File: src/rtl/keypad_scan_unit.sv
// rtl/keypad_scan_unit.sv - 4x4 keypad column scanner with frame-based debounce
// Optional auto-repeat of key_valid while held: define KEYPAD_REPEAT_EN.
module keypad_scan_unit #(
    parameter int CLK_DIV        = 8000,
    parameter int DEBOUNCE_SCANS = 4,
    parameter int REPEAT_SCANS   = 64
) (
    input  logic       clk_s,
    input  logic       rst_s,
    input  logic [3:0] row_k,
    output logic [3:0] col_k,
    output logic [3:0] key_code,
    output logic       key_valid,
    output logic       key_held
);
    localparam logic [1:0]  ST_IDLE     = 2'd0;
    localparam logic [1:0]  ST_DEBOUNCE = 2'd1;
    localparam logic [1:0]  ST_PRESSED  = 2'd2;
    localparam logic [1:0]  ST_RELEASE  = 2'd3;
    localparam logic [15:0] DIV_LAST    = 16'(CLK_DIV - 1);
    localparam logic [3:0]  DEB_N       = 4'(DEBOUNCE_SCANS);

    if (CLK_DIV < 4 || CLK_DIV > 65535) begin : g_bad_clk_div
        $error("keypad_scan_unit: CLK_DIV out of range");
    end
    if (DEBOUNCE_SCANS < 1 || DEBOUNCE_SCANS > 15) begin : g_bad_debounce
        $error("keypad_scan_unit: DEBOUNCE_SCANS out of range");
    end
    if (REPEAT_SCANS < 1 || REPEAT_SCANS > 255) begin : g_bad_repeat
        $error("keypad_scan_unit: REPEAT_SCANS out of range");
    end

    logic [3:0]  row_meta, row_sync;
    logic [15:0] div_cnt;
    logic [1:0]  col_idx;
    logic [1:0]  acc_hits;
    logic [3:0]  acc_code;
    logic [1:0]  state;
    logic [3:0]  cand_code;
    logic [3:0]  cnt;
    logic [2:0]  col_cnt;
    logic [1:0]  col_row;
    logic [2:0]  frame_hits;
    logic [3:0]  frame_code;
    logic        sample, frame_end, f_none, f_single;
`ifdef KEYPAD_REPEAT_EN
    localparam logic [7:0] REP_N = 8'(REPEAT_SCANS);
    logic [7:0]  rep_cnt;
`endif

    function automatic logic [3:0] code_map(input logic [1:0] r, input logic [1:0] c);
        case ({r, c})
            4'h0: code_map = 4'h1;
            4'h1: code_map = 4'h2;
            4'h2: code_map = 4'h3;
            4'h3: code_map = 4'hA;
            4'h4: code_map = 4'h4;
            4'h5: code_map = 4'h5;
            4'h6: code_map = 4'h6;
            4'h7: code_map = 4'hB;
            4'h8: code_map = 4'h7;
            4'h9: code_map = 4'h8;
            4'hA: code_map = 4'h9;
            4'hB: code_map = 4'hC;
            4'hC: code_map = 4'hE;
            4'hD: code_map = 4'h0;
            4'hE: code_map = 4'hF;
            default: code_map = 4'hD;
        endcase
    endfunction

    // Hit count saturates at 2: only none / one / many matters for classification.
    always_comb begin
        col_cnt = 3'd0;
        col_row = 2'd0;
        for (int r = 0; r < 4; r++) begin
            if (!row_sync[r]) begin
                col_cnt = col_cnt + 3'd1;
                col_row = 2'(r);
            end
        end
        frame_hits = {1'b0, acc_hits} + col_cnt;
        frame_code = (col_cnt == 3'd1) ? code_map(col_row, col_idx) : acc_code;
    end

    assign sample    = (div_cnt == DIV_LAST);
    assign frame_end = sample && (col_idx == 2'd3);
    assign f_none    = (frame_hits == 3'd0);
    assign f_single  = (frame_hits == 3'd1);
    assign key_held  = (state == ST_PRESSED) || (state == ST_RELEASE);

    always_ff @(posedge clk_s or negedge rst_s) begin
        if (!rst_s) begin
            row_meta <= 4'hF;
            row_sync <= 4'hF;
            div_cnt  <= '0;
            col_idx  <= '0;
            col_k    <= 4'b1110;
            acc_hits <= '0;
            acc_code <= '0;
        end else begin
            row_meta <= row_k;
            row_sync <= row_meta;
            if (sample) begin
                div_cnt <= '0;
                col_idx <= col_idx + 2'd1;
                col_k   <= {col_k[2:0], col_k[3]};
                if (frame_end) begin
                    acc_hits <= '0;
                    acc_code <= '0;
                end else begin
                    acc_hits <= (frame_hits >= 3'd2) ? 2'd2 : frame_hits[1:0];
                    acc_code <= frame_code;
                end
            end else begin
                div_cnt <= div_cnt + 16'd1;
            end
        end
    end

    always_ff @(posedge clk_s or negedge rst_s) begin
        if (!rst_s) begin
            state     <= ST_IDLE;
            cnt       <= '0;
            cand_code <= '0;
            key_code  <= '0;
            key_valid <= 1'b0;
`ifdef KEYPAD_REPEAT_EN
            rep_cnt   <= '0;
`endif
        end else begin
            key_valid <= 1'b0;
            if (frame_end) begin
                case (state)
                    ST_IDLE: begin
                        if (f_single) begin
                            cand_code <= frame_code;
                            if (DEB_N == 4'd1) begin
                                state     <= ST_PRESSED;
                                key_code  <= frame_code;
                                key_valid <= 1'b1;
`ifdef KEYPAD_REPEAT_EN
                                rep_cnt   <= '0;
`endif
                            end else begin
                                state <= ST_DEBOUNCE;
                                cnt   <= 4'd1;
                            end
                        end
                    end
                    ST_DEBOUNCE: begin
                        if (f_single && frame_code == cand_code) begin
                            if (cnt + 4'd1 == DEB_N) begin
                                state     <= ST_PRESSED;
                                cnt       <= '0;
                                key_code  <= cand_code;
                                key_valid <= 1'b1;
`ifdef KEYPAD_REPEAT_EN
                                rep_cnt   <= '0;
`endif
                            end else begin
                                cnt <= cnt + 4'd1;
                            end
                        end else begin
                            state <= ST_IDLE;
                            cnt   <= '0;
                        end
                    end
                    ST_PRESSED: begin
                        // Other keys or multi-key frames are ignored until a clean release.
                        if (f_none) begin
                            if (DEB_N == 4'd1) begin
                                state <= ST_IDLE;
                                cnt   <= '0;
                            end else begin
                                state <= ST_RELEASE;
                                cnt   <= 4'd1;
                            end
                        end
`ifdef KEYPAD_REPEAT_EN
                        else if (rep_cnt + 8'd1 == REP_N) begin
                            rep_cnt   <= '0;
                            key_valid <= 1'b1;
                        end else begin
                            rep_cnt <= rep_cnt + 8'd1;
                        end
`endif
                    end
                    default: begin
                        if (f_none) begin
                            if (cnt + 4'd1 == DEB_N) begin
                                state <= ST_IDLE;
                                cnt   <= '0;
                            end else begin
                                cnt <= cnt + 4'd1;
                            end
                        end else begin
                            state <= ST_PRESSED;
                            cnt   <= '0;
`ifdef KEYPAD_REPEAT_EN
                            rep_cnt <= '0;
`endif
                        end
                    end
                endcase
            end
        end
    end
endmodule
File: config.mk
export PLATFORM = sky130hd
export DESIGN_NAME = keypad_scan_unit
export DESIGN_NICKNAME = d
export VERILOG_FILES = /design/src/rtl/keypad_scan_unit.sv
export SDC_FILE = /design/constraint.sdc
export NUM_CORES = 1
export LEC_CHECK = 0
export CAP_MARGIN = 15
export CELL_PAD_IN_SITES_DETAIL_PLACEMENT = 0
export CELL_PAD_IN_SITES_GLOBAL_PLACEMENT = 1
export CORE_AREA = 2 2 98 100
export DETAILED_ROUTE_END_ITERATION = 7
export DIE_AREA = 0 0 100 102
export GPL_TIMING_DRIVEN = 0
export PLACE_DENSITY = 0.61
export SYNTH_ARGS = -nofsm -noshare
export SYNTH_HDL_FRONTEND = slang
export SYNTH_SLANG_ARGS = --single-unit
File: constraint.sdc
create_clock -name clk_s -period 6.8 [get_ports clk_s]
set_input_delay 1.36 -clock clk_s [delete_from_list [all_inputs] [get_ports clk_s]]
set_output_delay 1.36 -clock clk_s [all_outputs]
set_load 0.01 [all_outputs]
==> metrics.md <==
| Metric | Value |
|---|---|
| Status | finished clean |
| Hold_buf cts | 0 |
| Clock latency on the worst-skew pair | 0.30 ns |
| Layout Utilization | 34.3% |
| Total congestion overflow | 0 |
| Postcts setup bufs | 0 |
| Syn avg cell area | 10.4 um2 |
| Placed Cells | 386 |
| Largest net degree at the start of global routing | 28 |
| Peak supply drop | 0.0000934 V |
| Clock root buffer | clkbuf_8 |
| Core ar. | 9110 um2 |
| PwrDens | 185 nW/um2 |
| Total chip power | 0.577 mW |
| Drt wl/cell | 12.3 um |
| Reg-to-reg endpoint | key_code[2] |
| Die H | 102 um |
| Leading area contributor after synthesis | dfrtp_1 |
| Max Clock Freq | 0.233 GHz |
| Die Area | 10200 um2 |
| Routed Antenna Nets | 0 |
| Clk_skew | 0.0107 ns |
| Global-route wire length before repair | 8490 um |
| Worst R2R Start | row_sync[1] |
| Period utilization | 63.2% |
| GRT Total Usage | 10.4% |
| Total wire length | 4830 um |
| # fillers | 940 |
| Synth Cell Area | 2700 um2 |
| Setup violators final | 0 |
| Fin Setup TNS | 0 ns |
| Initial Utilization | 29.7% |
| Hold depth | 0 |
| Yosys top cell area share | 37.0% |
| Cells after Synth | 259 |
| Via count | 1798 |
| Final Hold Viols | 0 |
| Final worst setup slack | 2.50 ns |
| CTS H-tree depth | 2 |
| CP Launch Type | register |
| Post-DP Area | 3010 um2 |
| Ys Warns | 0 |
| Hold wc startpoint | row_meta[0] |
| Via-to-Cell Ratio | 4.56 |
| Die W | 100 um |
| Num ports | 16 |
| Sw Pwr | 0.129 mW |
| Fin Hold WS | 0.359 ns |
| Clock sink total | 51 |
| Reg2Reg Depth | 14 |
| Total leakage power | 1.39 nW |
| Final Non-Filler Cells | 394 |
| Worst-path maximum fanout | 7 |
| DRC viols | 0 |
| Initial antenna violation count | 0 |
| Dominant synthesized flop cell | dfrtp_1 |
| WS Path Type | reg2reg |
| Vias in the first global route | 1795 |
| Combinational fraction of design power | 8.6% |
| Design area | 3120 um2 |
| CP Data Required Time | 7.00 ns |
| Inserted Clock Buffers | 5 |
| Sw Share | 22.3% |
| FF-to-FF setup slack | 2.50 ns |
| Endpoint with the worst hold slack | row_sync[0] |
| Antenna Cells | 0 |
| First-pass DRT Iterations | 4 |
| Row Count | 35 |
| Nets | 301 |
| Seq cells post-synth | 51 |
| Final min period | 4.30 ns |
| Post-CTS Resized | 0 |
| Clk slew on worst S/H paths | 0.09 ns |
| Top post-synthesis cells by area | dfrtp_1 (37%), dfstp_2 (11%), nand2_1 (6.0%) |
| Worst slack, placed | 2.49 ns |
| Synth top cells by count | nand2_1 (43), dfrtp_1 (40), o21ai_0 (19), nor2_1 (18), xnor2_1 (17) |
| CTS tree | built |
| Most common cell in the netlist | nand2_1 |
| Clock network power share | 37.9% |
| Synth async-reset ratio | 100% |
| Hold Path Class | reg2reg |
| Worst-margin pin slew | 0.667 ns |
| WP data arrival | 4.50 ns |
| Endpoint class of the critical path | register |
| Syn_nets | 278 |
| Sequential element share of the synthesized area | 47.7% |
| Slew margin rel. | 55.3% |
| Post-DP HPWL | 3500 um |
| Share of post-route cells with drive strength above 1 | 13.8% |
| Max-cap violation count | 0 |
| Max-slew violation count | 0 |
| Buffers added on ports | 15 |
| Number of synthesized flops with an enable pin | 0 |
| Distinct cell type count after synthesis | 47 |
| Initial drt markers | 92 |
| Worst-case clock buffer depth | 2 |
| Internal | 0.448 mW |
| RSZ-0062 raised after global routing | no |
| Sequential Power Share | 53.5% |
| GPL Wtd Cong | 0.719 |
| Area added between synthesis and finish | 15.6% |
[power by group through the flow]
stage / sequential [mW] / clock, mW / combinational, mW
after CTS: 0.309 / 0.226 / 0.0509
after global placement: 0.315 / 0 / 0.0495
final: 0.309 / 0.219 / 0.0497
after global routing: 0.309 / 0.239 / 0.0556
after floorplan: 0.314 / 0 / 0.0344
after detailed placement: 0.315 / 0 / 0.0507
[metal layers]
| layer | vias up | share of wire, % | global-route usage [%] |
|---|---|---|---|
| li1 | 921 | - | - |
| met3 | 4 | 2.2 | 2.26 |
| met5 | - | 0 | 0 |
| met1 | 857 | 50 | 14.2 |
| met4 | 0 | 0.99 | 3.37 |
| met2 | 16 | 47 | 16.4 |
[cell families after synthesis]
family	after synthesis	share of synthesized area (%)
AO/OA/AOI/OAI	33	7.82
AND/OR/NAND/NOR	110	21.2
multiplexers	11	5.51
buffers and inverters	14	2.22
XOR/XNOR	27	9.26
flip-flops	51	47.7
adder cells (fa/ha/maj)	13	6.30
[state kept, by name (all words and copies together) (netlist names), 2 cells and up]
signal / count
acc_code: 4
acc_hits: 2
cand_code: 4
cnt: 4
col_idx: 2
col_k: 4
div_cnt: 16
key_code: 4
row_meta: 4
row_sync: 4
state: 2
[cells in the final DEF, fill, tap and decap left out, types with 4 or more instances in the layout]
| master | count |
|---|---|
| a21oi_1 | 4 |
| and3_1 | 7 |
| clkbuf_1 | 5 |
| clkbuf_8 | 6 |
| clkdlybuf4s50_1 | 14 |
| dfrtp_1 | 40 |
| dfstp_2 | 11 |
| ha_1 | 12 |
| inv_1 | 7 |
| mux2_4 | 5 |
| mux2i_1 | 4 |
| nand2_1 | 43 |
| nand3_1 | 8 |
| nand4_1 | 4 |
| nor2_1 | 18 |
| nor2b_1 | 6 |
| o21ai_0 | 19 |
| xnor2_1 | 17 |
| xor2_1 | 9 |
[critical path: stages (launching register included)]
cell	delay, ns
dfstp_2	0.57
inv_1	0.05
ha_1	0.36
xnor2_1	0.26
ha_1	0.28
nor2_1	0.11
a31oi_2	0.07
fa_1	0.43
xnor3_1	0.36
and2b_2	0.23
nand4_1	0.11
mux2_4	0.29
nor4_4	0.48
nand4_4	0.24
mux2_4	0.36
[cell type report]
class	count	area [um2]	share of cell area [%]
tap	111	139	4.45
clock inverter	2	35.0	1.12
buffer	7	33.8	1.08
multi-input combinational	194	1350	43.3
inverter	7	26.3	0.841
clock buffer	6	82.6	2.64
timing repair buffer	16	165	5.29
sequential	51	1290	41.3
[how the worst max path moves through the flow]
stage | start | depth (start not counted) | to
after global routing | row_sync[1] | 14 | key_code[2]
final | row_sync[1] | 14 | key_code[2]
after detailed placement | row_sync[1] | 14 | key_code[2]
after global placement | row_sync[1] | 14 | key_code[1]
after floorplan | row_sync[1] | 14 | key_code[0]
after CTS | row_sync[1] | 14 | key_code[2]
Power figures use the tool's default switching activity.
